**config.mk**
```make
export PLATFORM = sky130hd
export DESIGN_NAME = uart_tx_buf
export DESIGN_NICKNAME = d
export VERILOG_FILES = /design/src/rtl/uart_pkg.sv /design/src/rtl/uart_tx_buf_fifo.sv /design/src/rtl/uart_tx_buf.sv
export SDC_FILE = /design/constraint.sdc
export NUM_CORES = 1
export LEC_CHECK = 0
export ABC_AREA = 1
export CAP_MARGIN = 20
export CORE_ASPECT_RATIO = 0.75
export CORE_MARGIN = 3
export CORE_UTILIZATION = 55
export DETAILED_ROUTE_END_ITERATION = 8
export HOLD_SLACK_MARGIN = 0.05
export MAX_ROUTING_LAYER = met4
export PLACE_DENSITY = 0.72
export SETUP_SLACK_MARGIN = 0.02
export SYNTH_ARGS = -nofsm -noshare
export SYNTH_HDL_FRONTEND = slang
export SYNTH_SLANG_ARGS = --single-unit
export TNS_END_PERCENT = 10
```
**constraint.sdc**
```tcl
create_clock -name clk_sys -period 7.5 [get_ports clk_sys]
set_clock_uncertainty 0.2 [all_clocks]
set_input_delay 1.5 -clock clk_sys [delete_from_list [all_inputs] [get_ports clk_sys]]
set_output_delay 1.5 -clock clk_sys [all_outputs]
set_load 0.01 [all_outputs]
```
**src/rtl/uart_pkg.sv**
```systemverilog
// Shared types and helpers for the buffered UART transmitter.
package uart_pkg;

   // Transmit FSM states, in frame order.
   typedef enum logic [2:0] {
      IDLE,
      START,
      DATA,
      PARITY,
      STOP
   } tx_state_e;

   // Default timing: 50 MHz system clock, 115200 baud line.
   localparam int CLK_FREQ_DEF  = 50_000_000;
   localparam int BAUD_RATE_DEF = 115_200;

   // Clock cycles per line bit (integer floor); callers keep this >= 2.
   function automatic int baud_div(input int clk_freq, input int baud_rate);
      return clk_freq / baud_rate;
   endfunction

   // Width of a counter that runs 0..div-1.
   function automatic int baud_cnt_w(input int div);
      return $clog2(div);
   endfunction

endpackage

```
**src/rtl/uart_tx_buf_fifo.sv**
```systemverilog
// Synchronous FIFO: pushes are dropped when full, pops ignored when empty.
module sync_fifo #(
   parameter int WIDTH = 8,
   parameter int DEPTH = 16
) (
   input  logic                     clk_sys,
   input  logic                     rst,
   input  logic                     push,
   input  logic                     pop,
   input  logic [WIDTH-1:0]         wr_data,
   output logic [WIDTH-1:0]         rd_data,
   output logic                     full,
   output logic                     empty,
   output logic [$clog2(DEPTH):0]   count
);

   localparam int AW = $clog2(DEPTH);
   localparam int CW = AW + 1;

   logic [AW-1:0]    wr_ptr_q, wr_ptr_d;
   logic [AW-1:0]    rd_ptr_q, rd_ptr_d;
   logic [CW-1:0]    count_q, count_d;
   logic [WIDTH-1:0] mem [DEPTH];
   logic             push_ok, pop_ok;

   assign full    = (count_q == CW'(DEPTH));
   assign empty   = (count_q == '0);
   assign push_ok = push && !full;
   assign pop_ok  = pop && !empty;
   assign rd_data = mem[rd_ptr_q];
   assign count   = count_q;

   // Next pointers and occupancy; pointers wrap naturally (DEPTH is a power of two).
   always_comb begin
      // NOTE: every always_comb output gets a default first so no path can infer a latch.
      wr_ptr_d = wr_ptr_q;
      rd_ptr_d = rd_ptr_q;
      count_d  = count_q;
      if (push_ok) wr_ptr_d = wr_ptr_q + 1'b1;
      if (pop_ok)  rd_ptr_d = rd_ptr_q + 1'b1;
      if (push_ok && !pop_ok)      count_d = count_q + 1'b1;
      else if (!push_ok && pop_ok) count_d = count_q - 1'b1;
   end

   // Pointer and occupancy registers.
   always_ff @(posedge clk_sys or posedge rst) begin
      // NOTE: sequential state is always updated with non-blocking assignments.
      if (rst) begin
         wr_ptr_q <= '0;
         rd_ptr_q <= '0;
         count_q  <= '0;
      end else begin
         wr_ptr_q <= wr_ptr_d;
         rd_ptr_q <= rd_ptr_d;
         count_q  <= count_d;
      end
   end

   // Storage array.
   always_ff @(posedge clk_sys) begin
      // NOTE: storage is deliberately not reset; reset pointers make stale entries unreachable.
      if (push_ok) mem[wr_ptr_q] <= wr_data;
   end

endmodule

```
**src/rtl/uart_tx_buf.sv**
```systemverilog
// Buffered UART transmitter: FIFO-fed serialiser producing 8N1 frames with optional parity.
module uart_tx_buf import uart_pkg::*; #(
   parameter int Baud_Rate  = BAUD_RATE_DEF,
   parameter int Clk_Freq   = CLK_FREQ_DEF,
   parameter int DATA_LEN   = 8,
   parameter int FIFO_DEPTH = 16,
   parameter int PARITY_EN  = 0,
   parameter int PARITY_ODD = 0
) (
   input  logic                          clk_sys,
   input  logic                          rst,
   input  logic [DATA_LEN-1:0]           tx_dat,
   input  logic                          tx_valid,
   output logic                          tx_ready,
   output logic                          uart_tx,
   output logic                          tx_busy,
   output logic [$clog2(FIFO_DEPTH):0]   fifo_count
);

   localparam int BAUD_DIV = baud_div(Clk_Freq, Baud_Rate);
   localparam int CNT_W    = baud_cnt_w(BAUD_DIV);
   localparam int BIT_W    = $clog2(DATA_LEN);
   localparam logic [CNT_W-1:0] CNT_LAST = CNT_W'(BAUD_DIV - 1);
   localparam logic [BIT_W-1:0] BIT_LAST = BIT_W'(DATA_LEN - 1);

   tx_state_e            state_q, state_d;
   logic [CNT_W-1:0]     cnt_q, cnt_d;
   logic [BIT_W-1:0]     bit_q, bit_d;
   logic [DATA_LEN-1:0]  shift_q, shift_d;
   logic                 par_q, par_d;
   logic                 tx_q, tx_d;
   logic                 busy_q, busy_d;

   logic                 fifo_pop, fifo_full, fifo_empty, push_ok, cnt_last;
   logic [DATA_LEN-1:0]  fifo_rd_data;

   sync_fifo #(
      .WIDTH (DATA_LEN),
      .DEPTH (FIFO_DEPTH)
   ) u_fifo (
      .clk_sys (clk_sys),
      .rst     (rst),
      .push    (tx_valid),
      .pop     (fifo_pop),
      .wr_data (tx_dat),
      .rd_data (fifo_rd_data),
      .full    (fifo_full),
      .empty   (fifo_empty),
      .count   (fifo_count)
   );

   assign push_ok  = tx_valid && !fifo_full;
   assign cnt_last = (cnt_q == CNT_LAST);
   assign tx_ready = !fifo_full;
   assign uart_tx  = tx_q;
   assign tx_busy  = busy_q;

   // Next state, baud counter, shifter, FIFO pop and registered line/busy values.
   always_comb begin
      state_d  = state_q;
      cnt_d    = cnt_q;
      bit_d    = bit_q;
      shift_d  = shift_q;
      par_d    = par_q;
      fifo_pop = 1'b0;

      if (state_q != IDLE) cnt_d = cnt_last ? '0 : cnt_q + 1'b1;

      unique case (state_q)
         IDLE:   ;
         START:  if (cnt_last) begin
                    bit_d   = '0;
                    state_d = DATA;
                 end
         DATA:   if (cnt_last) begin
                    if (bit_q == BIT_LAST) begin
                       state_d = (PARITY_EN != 0) ? PARITY : STOP;
                    end else begin
                       bit_d   = bit_q + 1'b1;
                       shift_d = shift_q >> 1;
                    end
                 end
         PARITY: if (cnt_last) state_d = STOP;
         STOP:   if (cnt_last) state_d = IDLE;
         default: state_d = IDLE;
      endcase

      // Load the next byte from IDLE or on the last stop cycle, so frames abut.
      if (((state_q == IDLE) || ((state_q == STOP) && cnt_last)) && !fifo_empty) begin
         fifo_pop = 1'b1;
         shift_d  = fifo_rd_data;
         par_d    = (^fifo_rd_data) ^ (PARITY_ODD != 0);
         cnt_d    = '0;
         bit_d    = '0;
         state_d  = START;
      end

      unique case (state_d)
         START:   tx_d = 1'b0;
         DATA:    tx_d = shift_d[0];
         PARITY:  tx_d = par_d;
         default: tx_d = 1'b1;
      endcase

      // Staying in IDLE means no pop this cycle, so the FIFO is non-empty next
      // cycle exactly when it is non-empty now or a push lands.
      busy_d = (state_d != IDLE) || !fifo_empty || push_ok;
   end

   // FSM, counter, shifter and output registers; reset forces the line high at once.
   always_ff @(posedge clk_sys or posedge rst) begin
      if (rst) begin
         state_q <= IDLE;
         cnt_q   <= '0;
         bit_q   <= '0;
         shift_q <= '0;
         par_q   <= 1'b0;
         tx_q    <= 1'b1;
         busy_q  <= 1'b0;
      end else begin
         state_q <= state_d;
         cnt_q   <= cnt_d;
         bit_q   <= bit_d;
         shift_q <= shift_d;
         par_q   <= par_d;
         tx_q    <= tx_d;
         busy_q  <= busy_d;
      end
   end

endmodule

```
==> out/metrics.cfg <==
[status]
status = finished clean

[setup_path]
end_kind = register
start_kind = primary input
worstPathArrival_ns = 3.78
cell_class_contributing_the_biggest_share_of_worst_path_delay = buffers and inverters
cpMostUsedCell = sky130_fd_sc_hd__nand2_1
max_stage_delay_ns = 0.45
r2r.worst_path.cells = 12
rr_endpoint = u_fifo.count[4]$_DFFE_PP0P_
crit_path_max_fanout = 7
crit_type = primary input to register
timing.critical_path.cells = clkdlybuf4s50_1 > nand2_1 > inv_1 > ha_1 > inv_1 > fa_1 > a21o_1 > a21oi_1 > nand2_1 > nand2_1 > nor2_1 > xor2_1
critical_path_required_ns = 7.61
count_of_buffering_cells_on_the_critical_path_with_inverters_included = 3
ff2ff_setup_slack_ns = 4.33
critical_path.reg2reg.startpoint = u_fifo.count[0]$_DFFE_PP0P_
critical_path.slowest_cell = sky130_fd_sc_hd__clkdlybuf4s50_1

[flow_run]
drv.max_cap_violation_count = 0

[synthesis]
synthDistinctLibCells = 39
synthFlopType = sky130_fd_sc_hd__edfxtp_1
yosys_register_bits = 167
ys_warn_count = 0
avg_synthesized_cell_area_um2 = 9.72
synth_enable_flop_cells = 128
yosys.cell_count.top_type = sky130_fd_sc_hd__nand2_1
top_cells_by_area_synth = sky130_fd_sc_hd__edfxtp_1 (50%), sky130_fd_sc_hd__nand2_1 (13%), sky130_fd_sc_hd__dfrtp_1 (12%)
post-synth-top-area-cell = sky130_fd_sc_hd__edfxtp_1
synth-async-reset-ratio_pct = 23.4
syn_area_mm2 = 0.00776
fraction_of_post_synthesis_cell_area_in_the_top_cell_type_by_area_pct = 49.5
post_synth_inst_count = 798
most_common_library_cells_after_synthesis = sky130_fd_sc_hd__nand2_1 (270), sky130_fd_sc_hd__edfxtp_1 (128), sky130_fd_sc_hd__inv_1 (100)
synthesis.nets = 823
seq_area_frac_synth_pct = 62.1

[clocking]
clk_path_buf_depth = 2
cts-root-buf = sky130_fd_sc_hd__clkbuf_16
tritoncts.num_buffers = 17
clk_pin_slew_ns = 0.06
cts_num_sinks = 167
tritoncts_clock_tree = done
cts.htree.levels = 4
cts_repair_resize_count = 0
postCtsHoldBufs = 0
worst_skew_pair.late_latency_ns = 0.42
cts_setup_buffers = 0

[routing]
ant_nets = 0
routed_wire_length_per_instance_um = 17.0
viasPerCell = 5.46
num_vias = 5457
postRouteWirelength_um = 17000
drt_pass1_iterations = 5
drt_iter0_drc = 635
remaining_drc_errors = 0

[final_layout]
areaGrowthSynthToFinish_pct = 10.7
num_antenna_cells = 0
post-route-cell-area_mm2 = 0.00859
fraction_of_layout_instances_using_a_drive_strength_above_1_pct = 7.00
fillers = 1083
finalNetCount = 840
layoutNonFillerInstCount = 999

[sta]
timing_worst_slew_pin_value_ns = 0.802
timing.fmax_mhz = 272
min_period_over_period_pct = 49.0
hold_viol_final = 0
post-route-min-period_ns = 3.68
finalSetupViolations = 0
maxSlewViolCount = 0
fin_tns_setup_ns = 0
slew_headroom_pct = 46.4
unrepaired_setup_endpoints_after_global_routing = false

[pwr]
cellPowerDensity_mw_per_mm2 = 264
power_leakage_uw = 0.00371
power.total_uw = 2260
ir_drop_uv = 210

[die]
start_util_pct = 58.0
design.die.area_mm2 = 0.0156
floorplan.die.height_um = 109
placeableCoreArea_mm2 = 0.0134
boundaryPins = 19
row_count = 36
die_w_um = 143

[grt]
global_route_wire_length_before_repair_um = 27300
grtUsageTotal_pct = 24.0
grt_antenna_before_repair = 0
congestion_overflow_gr = 0
maximum_number_of_pins_on_one_net_before_global_route_repair = 71
vias_in_the_first_global_route = 5199

[placed_design]
placement.io_buffers = 18
numPlacedInstances = 964
gp_congestion = 0.936
place_hpwl_um = 11100
placed_area_mm2 = 0.00801

[min_path]
min_delay_worst_endpoint = shift_q[6]$_DFFE_PP0P_
min-delay-start = shift_q[6]$_DFFE_PP0P_
timing.hold.worst_path_depth = 2
timing.hold.worst.class = register to register

-- metrics by stage --
| stage | setup slack, ns | hold WS [ns] | util (%) |
|---|---|---|---|
| 3_3_place_gp | 3.44 | 0.276 | 59.8 |
| 6_report | 3.82 | 0.296 | 64.2 |
| 5_1_grt | 3.61 | 0.333 | 64.2 |
| 3_5_place_dp | 3.42 | 0.288 | 59.8 |
| 4_1_cts | 3.82 | 0.301 | 64.0 |
| 2_1_floorplan | 4.13 | 0.259 | - |
-- worst reg2reg max path: stages, from the launching register on --
cell	delay (ns)
sky130_fd_sc_hd__dfrtp_1	0.45
sky130_fd_sc_hd__nor4_1	0.45
sky130_fd_sc_hd__nand2_1	0.18
sky130_fd_sc_hd__nand3_2	0.31
sky130_fd_sc_hd__ha_1	0.26
sky130_fd_sc_hd__inv_1	0.11
sky130_fd_sc_hd__fa_1	0.41
sky130_fd_sc_hd__a21o_1	0.20
sky130_fd_sc_hd__a21oi_1	0.16
sky130_fd_sc_hd__nand2_1	0.08
sky130_fd_sc_hd__nand2_1	0.06
sky130_fd_sc_hd__nor2_1	0.04
sky130_fd_sc_hd__xor2_1	0.13
-- layout make-up --
class	count	area (um2)	share of cell area, %
clock buffer	24	504	5.87
tap	171	214	2.49
timing repair buffer	23	225	2.62
multi-input combinational	496	2360	27.5
sequential	167	4820	56.2
inverter	110	415	4.84
clock inverter	8	47.5	0.554
-- worst max-delay path by stage --
stage / startpoint / end / slack [ns] / cells after the start
floorplan: tx_valid / u_fifo.count[4]$_DFFE_PP0P_ / 4.13 / 11
global placement: tx_valid / u_fifo.count[4]$_DFFE_PP0P_ / 3.44 / 12
detailed placement: tx_valid / u_fifo.count[4]$_DFFE_PP0P_ / 3.42 / 12
CTS: u_fifo.count[0]$_DFFE_PP0P_ / tx_ready / 3.82 / 3
global route: tx_valid / u_fifo.count[4]$_DFFE_PP0P_ / 3.61 / 12
finish: tx_valid / u_fifo.count[4]$_DFFE_PP0P_ / 3.82 / 12
-- logic make-up after synthesis --
logic type / share of synthesized area [%]
compound gates: 3.55
xor+xnor: 1.02
fa+ha+maj: 2.35
buf+inv: 7.47
flops: 62.1
simple gates: 23.5
-- flip-flops by register name, indices dropped and copies added, names as in the netlist, 3 cells and up --
signal           cells
u_fifo.mem         128
shift_q              8
u_fifo.wr_ptr_q      4
bit_q                3
cnt_q                9
u_fifo.rd_ptr_q      4
u_fifo.count         5
state_q              3
-- per-layer routing --
| metal | track usage [%] | wire, um | vias to the layer above |
|---|---|---|---|
| met5 | - | 0 | - |
| met3 | 4.43 | 1210 | 38 |
| met1 | 35.2 | 7820 | 2569 |
| li1 | - | - | 2643 |
| met2 | 34.6 | 7640 | 207 |
| met4 | 6.78 | 316 | 0 |
-- placed cells by master (no fill, tap or decap), types with 3 or more instances in the layout --
| cell type | count |
|---|---|
| sky130_fd_sc_hd__edfxtp_1 | 128 |
| sky130_fd_sc_hd__nand2_2 | 4 |
| sky130_fd_sc_hd__xor2_1 | 7 |
| sky130_fd_sc_hd__nand3_2 | 4 |
| sky130_fd_sc_hd__nand3_1 | 83 |
| sky130_fd_sc_hd__clkbuf_16 | 19 |
| sky130_fd_sc_hd__inv_1 | 100 |
| sky130_fd_sc_hd__clkinv_2 | 5 |
| sky130_fd_sc_hd__nor4_1 | 3 |
| sky130_fd_sc_hd__dfrtp_1 | 37 |
| sky130_fd_sc_hd__nor2_1 | 42 |
| sky130_fd_sc_hd__nand4_1 | 5 |
| sky130_fd_sc_hd__a21oi_1 | 12 |
| sky130_fd_sc_hd__o21ai_0 | 14 |
| sky130_fd_sc_hd__clkbuf_1 | 4 |
| sky130_fd_sc_hd__nor3_1 | 11 |
| sky130_fd_sc_hd__ha_1 | 13 |
| sky130_fd_sc_hd__inv_2 | 7 |
| sky130_fd_sc_hd__nand2_1 | 270 |
| sky130_fd_sc_hd__o22ai_1 | 4 |
| sky130_fd_sc_hd__clkdlybuf4s50_1 | 18 |
| sky130_fd_sc_hd__o221ai_1 | 6 |
-- power by group --
| part | switching, uW | total [uW] | leakage, uW | internal (uW) |
|---|---|---|---|---|
| Sequential | 47.6 | 1150 | 0.00163 | 1100 |
| Combinational | 201 | 308 | 0.00181 | 107 |
| Clock | 341 | 810 | 0.000274 | 470 |
| Total | 589 | 2260 | 0.00371 | 1670 |
Note: power is estimated with default switching activity, not from simulation.
